### config.mk
export PLATFORM = sky130hd
export DESIGN_NAME = arbiter_weighted_rr
export DESIGN_NICKNAME = d
export VERILOG_FILES = /design/src/rtl/arbiter_weighted_rr.sv
export SDC_FILE = /design/constraint.sdc
export NUM_CORES = 1
export LEC_CHECK = 0
export BUFFER_PORTS_ARGS = -buffer_cell sky130_fd_sc_hd__buf_2
export CORE_MARGIN = 1.5
export CORE_UTILIZATION = 40
export CTS_CLUSTER_SIZE = 16
export DETAILED_ROUTE_END_ITERATION = 16
export HOLD_SLACK_MARGIN = 0.02
export PLACE_DENSITY = 0.62
export SLEW_MARGIN = 40
export SYNTH_ARGS = -nofsm -noshare
export SYNTH_HDL_FRONTEND = slang
export SYNTH_SLANG_ARGS = --single-unit
### constraint.sdc
create_clock -name clk -period 3.2 [get_ports clk]
set_input_delay 0.16 -clock clk [delete_from_list [all_inputs] [get_ports clk]]
set_output_delay 0.16 -clock clk [all_outputs]
set_load 0.02 [all_outputs]
### src/rtl/arbiter_weighted_rr.sv
// arbiter_weighted_rr: weighted round-robin arbiter; an owner keeps the grant for up to max(weight,1) back-to-back acks.
// Latency: one cycle from req to gnt (fully registered); handover lands on the cycle after the releasing ack, no bubbles.
// Backpressure: the owner holds gnt until ack; the consumer stalls a transaction simply by withholding ack.
// Ports: clk, rst_n (async active-low); req[N] request vector; weight[N*W] packed per-requester weights;
//        ack completes the current transaction; gnt one-hot grant; gnt_valid = |gnt; gnt_id binary owner index.
module arbiter_weighted_rr #(
    parameter int REQ_WIDTH    = 8,
    parameter int WEIGHT_WIDTH = 4,
    parameter int ID_WIDTH     = $clog2(REQ_WIDTH)
) (
    input  logic                              clk,
    input  logic                              rst_n,
    input  logic [REQ_WIDTH-1:0]              req,
    input  logic [REQ_WIDTH*WEIGHT_WIDTH-1:0] weight,
    input  logic                              ack,
    output logic [REQ_WIDTH-1:0]              gnt,
    output logic                              gnt_valid,
    output logic [ID_WIDTH-1:0]               gnt_id
);

    typedef enum logic {ST_IDLE, ST_OWN} state_t;

    state_t                  state_q, state_d;
    logic [ID_WIDTH-1:0]     owner_q, owner_d;
    logic [WEIGHT_WIDTH-1:0] credit_q, credit_d;
    logic [REQ_WIDTH-1:0]    mask_q, mask_d;
    logic [REQ_WIDTH-1:0]    gnt_q, gnt_d;

    logic [REQ_WIDTH-1:0]    above_mask;
    logic [REQ_WIDTH-1:0]    arb_mask;
    logic [REQ_WIDTH-1:0]    masked_req;
    logic [ID_WIDTH-1:0]     sel;
    logic [WEIGHT_WIDTH-1:0] sel_w;
    logic                    arbitrate;

    // Lowest set bit of v; returns 0 for an all-zero vector (callers guard with |v).
    function automatic logic [ID_WIDTH-1:0] lowest_idx(input logic [REQ_WIDTH-1:0] v);
        logic [ID_WIDTH-1:0] idx;
        idx = '0;
        for (int i = REQ_WIDTH - 1; i >= 0; i--) begin
            if (v[i]) idx = ID_WIDTH'(i);
        end
        return idx;
    endfunction

    always_comb begin
        state_d    = state_q;
        owner_d    = owner_q;
        credit_d   = credit_q;
        mask_d     = mask_q;
        gnt_d      = '0;
        arb_mask   = mask_q;
        arbitrate  = 1'b0;
        masked_req = '0;
        sel        = '0;
        sel_w      = '0;
        // Two-step shift keeps the top owner from overflowing the shift amount.
        above_mask = ({REQ_WIDTH{1'b1}} << owner_q) << 1;

        case (state_q)
            ST_IDLE: begin
                // ack is meaningless without an owner and is ignored here.
                arbitrate = |req;
            end
            ST_OWN: begin
                // Release on abort (owner dropped req) or on ack with the burst allowance spent.
                if (!req[owner_q] || (ack && credit_q == '0)) begin
                    mask_d   = above_mask;
                    arb_mask = above_mask;
                    if (|req) begin
                        arbitrate = 1'b1;
                    end else begin
                        state_d = ST_IDLE;
                    end
                end else if (ack) begin
                    credit_d = credit_q - WEIGHT_WIDTH'(1);
                end
            end
            default: state_d = ST_IDLE;
        endcase

        if (arbitrate) begin
            masked_req = req & arb_mask;
            // Nothing above the previous owner wants it: wrap to the lowest requester overall.
            sel      = lowest_idx((|masked_req) ? masked_req : req);
            sel_w    = weight[int'(sel)*WEIGHT_WIDTH +: WEIGHT_WIDTH];
            owner_d  = sel;
            state_d  = ST_OWN;
            // Weight 0 behaves as 1, so the remaining-credit count saturates at zero.
            credit_d = (sel_w == '0) ? '0 : sel_w - WEIGHT_WIDTH'(1);
        end

        if (state_d == ST_OWN) begin
            gnt_d[owner_d] = 1'b1;
        end
    end

    always_ff @(posedge clk or negedge rst_n) begin
        if (!rst_n) begin
            state_q  <= ST_IDLE;
            owner_q  <= '0;
            credit_q <= '0;
            mask_q   <= {REQ_WIDTH{1'b1}};
            gnt_q    <= '0;
        end else begin
            state_q  <= state_d;
            owner_q  <= owner_d;
            credit_q <= credit_d;
            mask_q   <= mask_d;
            gnt_q    <= gnt_d;
        end
    end

    assign gnt       = gnt_q;
    assign gnt_valid = |gnt_q;
    // owner_q is only rewritten on a new grant, so the index holds through IDLE.
    assign gnt_id    = owner_q;

endmodule
==> implementation parameters <==
Parameter                              Value

Outcome
  Outcome    finished with violations
  Violated checks    negative setup slack

Power
  Power per cell area    between 1000 and 1500 mW/mm^2
  Total leakage power    ~1.6 nW
  Pwr Total    ~4.4 mW
  Maximum resistive drop on vdd    between 0.8 and 0.9 mV

Timing
  Share of the clock period used by the worst path after layout    1.13
  Worst slew margin relative to its limit    0.639
  Worst Setup Slack, final    -405 ps
  Worst-Margin Slew    approximately 540 ps
  Peak Freq    approximately 0.28 GHz
  Post-route worst hold slack    between 300 and 400 ps
  Setup repair after global routing missed its margin    true
  Max-slew violations    0
  Fin crit period    ~3600 ps
  Number of endpoints with negative hold slack in the final report    0
  Setup violators final    13
  Setup Skew    9.66 ps

Synth
  Flip-flop and latch count after synthesis    24
  Synth async-reset ratio    1.00
  Syn_area_per_cell    between 9 and 10 sq um
  Yosys top cell area share    0.185
  Warning count from the yosys run    0
  Register area share after synthesis    0.282
  Count of different cell masters after synthesis    61
  Number of flops mapped to enable cells by yosys    0
  Ys flop type    sky130_fd_sc_hd__dfrtp_1
  Most frequently used cell type in the post-synthesis netlist    sky130_fd_sc_hd__mux2i_1
  Cell types with the highest counts after synthesis    37 x sky130_fd_sc_hd__mux2i_1, 25 x sky130_fd_sc_hd__nor2_1, 17 x sky130_fd_sc_hd__nand2_1, 16 x sky130_fd_sc_hd__dfrtp_1
  Combined area of all synthesized cells    about 0.0022 sq mm
  Post-synthesis cell type with the largest combined area    sky130_fd_sc_hd__dfrtp_1
  Cells taking the most area after synthesis    sky130_fd_sc_hd__dfrtp_1 18%, sky130_fd_sc_hd__mux2i_1 17%, sky130_fd_sc_hd__dfstp_2 9.7%
  Synthesized net count    280
  Number of standard cells after synthesis    between 200 and 250

Floorplan
  Die area    roughly 0.006 sq mm
  Standard-cell rows    26
  Total I/O pin count    55
  Starting Density    0.419
  Die span in y    76.6 um
  Die extent in x    76.6 um
  Core Box Area    around 0.0052 sq mm

Cells and area
  Layout cell share with drive strength beyond 1    0.487
  Final Instance Area    approximately 0.0032 sq mm
  Final Util    0.615
  Net count reported at finish    ~400
  Area overhead of the layout relative to synthesis    46.7%
  ANT cells    0

Place
  Area after detailed placement    between 0.002 and 0.003 sq mm
  Worst setup slack before clock tree synthesis    -267 ps
  Detailed-placement wirelength estimate    between 4000 and 5000 um
  Port Buffers    54
  RD Place Congestion    0.962

Critical path
  Gate family responsible for the most delay along the worst path    compound AO/OA/AOI/OAI gates
  Maximum net fanout on the critical path    11
  Data arrival at the endpoint of the critical path    3740 ps
  Crit. End Element    flop
  Crit Path Category    flop to flop
  Count of buffering cells on the critical path with inverters included    4
  Critical-path cell list    buf_6 > mux2i_1 > o22ai_2 > nor2_4 > a221oi_4 > o2111ai_4 > buf_6 > buf_4 > a21oi_1 > nor4b_2 > o21ai_1 > a31o_1 > buf_12 > mux2i_1 > mux2i_2 > a21o_1 > a2bb2oi_1
  Largest stage delay on the critical path    around 460 ps
  Worst Path Required    3340 ps
  Cell with the largest stage delay on the worst path    sky130_fd_sc_hd__dfrtp_2
  Type of element launching the critical path    flop

GRT
  Antenna violations before repair    0
  Global-route met1 utilization    0.263
  Global Route met2 Usage    0.378
  Global-route congestion overflow total    0
  Layer with the highest usage after global routing    met2
  Pin count of the biggest net entering global routing    25
  Number of global-route vias before repair    approximately 2200
  GRT Overall Usage    0.212
  Global-route wire length before repair    around 10000 um
  Met3 track demand over resource in global routing    0.0275

CTS
  Maximum clock insertion buffer count    2
  Count of H-tree levels built during CTS    1
  CTS tree    built
  CTS root buf    sky130_fd_sc_hd__clkbuf_8
  Clock sink count    24
  Insertion delay to the later sink of the worst-skew pair    approximately 270 ps
  Number of buffers created by CTS    3
  Clock transition time at the flip-flop clock pins of the worst setup and hold paths    ~90 ps

Routing
  Remaining DRCs    0
  Via count of the routed design    roughly 2200
  Drt initial violations    88
  Vias per cell    approximately 5.3
  Pre-Repair DR Iteration Count    5
  Routed wirelength normalized by instance count    around 16 um
  Total routed wirelength    between 6000 and 7000 um
  Number of nets with antenna violations after routing    0

Worst hold path
  Kind of path behind the tightest hold check    input port to flop

Job
  Maxcap violations    0
## layer usage
metal | wire, um | vias to the layer above
met5 | 0 | -
met4 | 183 | 0
met3 | 282 | 14
met2 | 3250 | 72
met1 | 2730 | 1047
li1 | - | 1086
## path summary, 6_finish.rpt
check	startpoint	end	slack [ps]	depth (start not counted)
min in group asynchronous	rst_n	credit_q[0]	400	2
worst min-delay path	req[0]	state_q	380	4
worst min register to register	mask_q[0]	mask_q[0]	510	1
worst max register to register	gnt_id[0]	credit_q[2]	-400	17
max in group asynchronous	rst_n	gnt_id[2]	2410	2
worst max-delay path	gnt_id[0]	credit_q[2]	-400	17
## state kept, by name, summed over array words and instances, names as in the netlist
register	flops
gnt	8
gnt_id	3
credit_q	4
state_q	1
mask_q	8
## stage by stage
stage	TNS, ps	instances
3_3_place_gp	-1440	398
3_5_place_dp	-1710	398
4_1_cts	-1790	409
2_1_floorplan	-553	235
5_1_grt	-3930	415
6_report	-2560	415
## kinds of logic after synthesis
group                    count (synthesis)  synth area share
AO/OA/AOI/OAI                           50             0.191
XOR/XNOR                                 3            0.0121
adder cells (fa/ha/maj)                  2            0.0115
buffers and inverters                   21            0.0606
flip-flops                              24             0.282
multiplexers                            47             0.228
AND/OR/NAND/NOR                         88             0.215
## worst register-to-register path, cell delays in order, from the launching register on
cell	delay, ps
sky130_fd_sc_hd__dfrtp_2	460
sky130_fd_sc_hd__buf_6	150
sky130_fd_sc_hd__mux2i_1	120
sky130_fd_sc_hd__o22ai_2	230
sky130_fd_sc_hd__nor2_4	100
sky130_fd_sc_hd__a221oi_4	370
sky130_fd_sc_hd__o2111ai_4	200
sky130_fd_sc_hd__buf_6	190
sky130_fd_sc_hd__buf_4	130
sky130_fd_sc_hd__a21oi_1	200
sky130_fd_sc_hd__nor4b_2	80
sky130_fd_sc_hd__o21ai_1	150
sky130_fd_sc_hd__a31o_1	210
sky130_fd_sc_hd__buf_12	160
sky130_fd_sc_hd__mux2i_1	260
sky130_fd_sc_hd__mux2i_2	150
sky130_fd_sc_hd__a21o_1	190
sky130_fd_sc_hd__a2bb2oi_1	130
## cell type report
type,instances,area [sq um]
fill,451,1990
multi-input combinational,191,1570
timing repair buffer,116,800
sequential,24,613
tap,70,87.6
clock buffer,3,41.3
inverter,10,37.5
clock inverter,1,30.0
## power by group
part / switching, mW / internal [mW]
Sequential: 0.0845 / 0.466
Clock: 0.106 / 0.167
Combinational: 1.70 / 1.91
## cell usage in the layout (no fill, tap or decap), types with 2 or more instances in the layout
| cell type | instances |
|---|---|
| sky130_fd_sc_hd__a21oi_1 | 8 |
| sky130_fd_sc_hd__a21oi_2 | 2 |
| sky130_fd_sc_hd__a221oi_4 | 2 |
| sky130_fd_sc_hd__a22oi_1 | 3 |
| sky130_fd_sc_hd__a31oi_1 | 2 |
| sky130_fd_sc_hd__buf_12 | 2 |
| sky130_fd_sc_hd__buf_2 | 54 |
| sky130_fd_sc_hd__buf_4 | 52 |
| sky130_fd_sc_hd__buf_6 | 5 |
| sky130_fd_sc_hd__clkbuf_8 | 3 |
| sky130_fd_sc_hd__dfrtp_1 | 14 |
| sky130_fd_sc_hd__dfrtp_2 | 2 |
| sky130_fd_sc_hd__dfstp_2 | 8 |
| sky130_fd_sc_hd__ha_1 | 2 |
| sky130_fd_sc_hd__inv_1 | 10 |
| sky130_fd_sc_hd__mux2_2 | 3 |
| sky130_fd_sc_hd__mux2_4 | 7 |
| sky130_fd_sc_hd__mux2i_1 | 36 |
| sky130_fd_sc_hd__nand2_1 | 17 |
| sky130_fd_sc_hd__nand2b_1 | 7 |
| sky130_fd_sc_hd__nand3_1 | 7 |
| sky130_fd_sc_hd__nor2_1 | 25 |
| sky130_fd_sc_hd__nor2b_1 | 2 |
| sky130_fd_sc_hd__nor3_1 | 4 |
| sky130_fd_sc_hd__nor3_2 | 3 |
| sky130_fd_sc_hd__nor4_1 | 3 |
| sky130_fd_sc_hd__o21ai_0 | 7 |
| sky130_fd_sc_hd__o21ai_1 | 2 |
| sky130_fd_sc_hd__o21bai_1 | 2 |
| sky130_fd_sc_hd__o22ai_2 | 2 |
| sky130_fd_sc_hd__or2_1 | 2 |
| sky130_fd_sc_hd__or3_1 | 2 |
| sky130_fd_sc_hd__xor2_1 | 2 |
## repair_timing
| action | in CTS | in global routing |
|---|---|---|
| gates resized for setup | 10 | 18 |
| hold endpoints to repair | 16 | 0 |
| cloned | 2 | 2 |
| pin swaps | 4 | 11 |
| hold buffers | 1 | 0 |
| setup buffers | 4 | 5 |
| setup endpoints to repair | 12 | 14 |
Power figures use the tool's default switching activity.
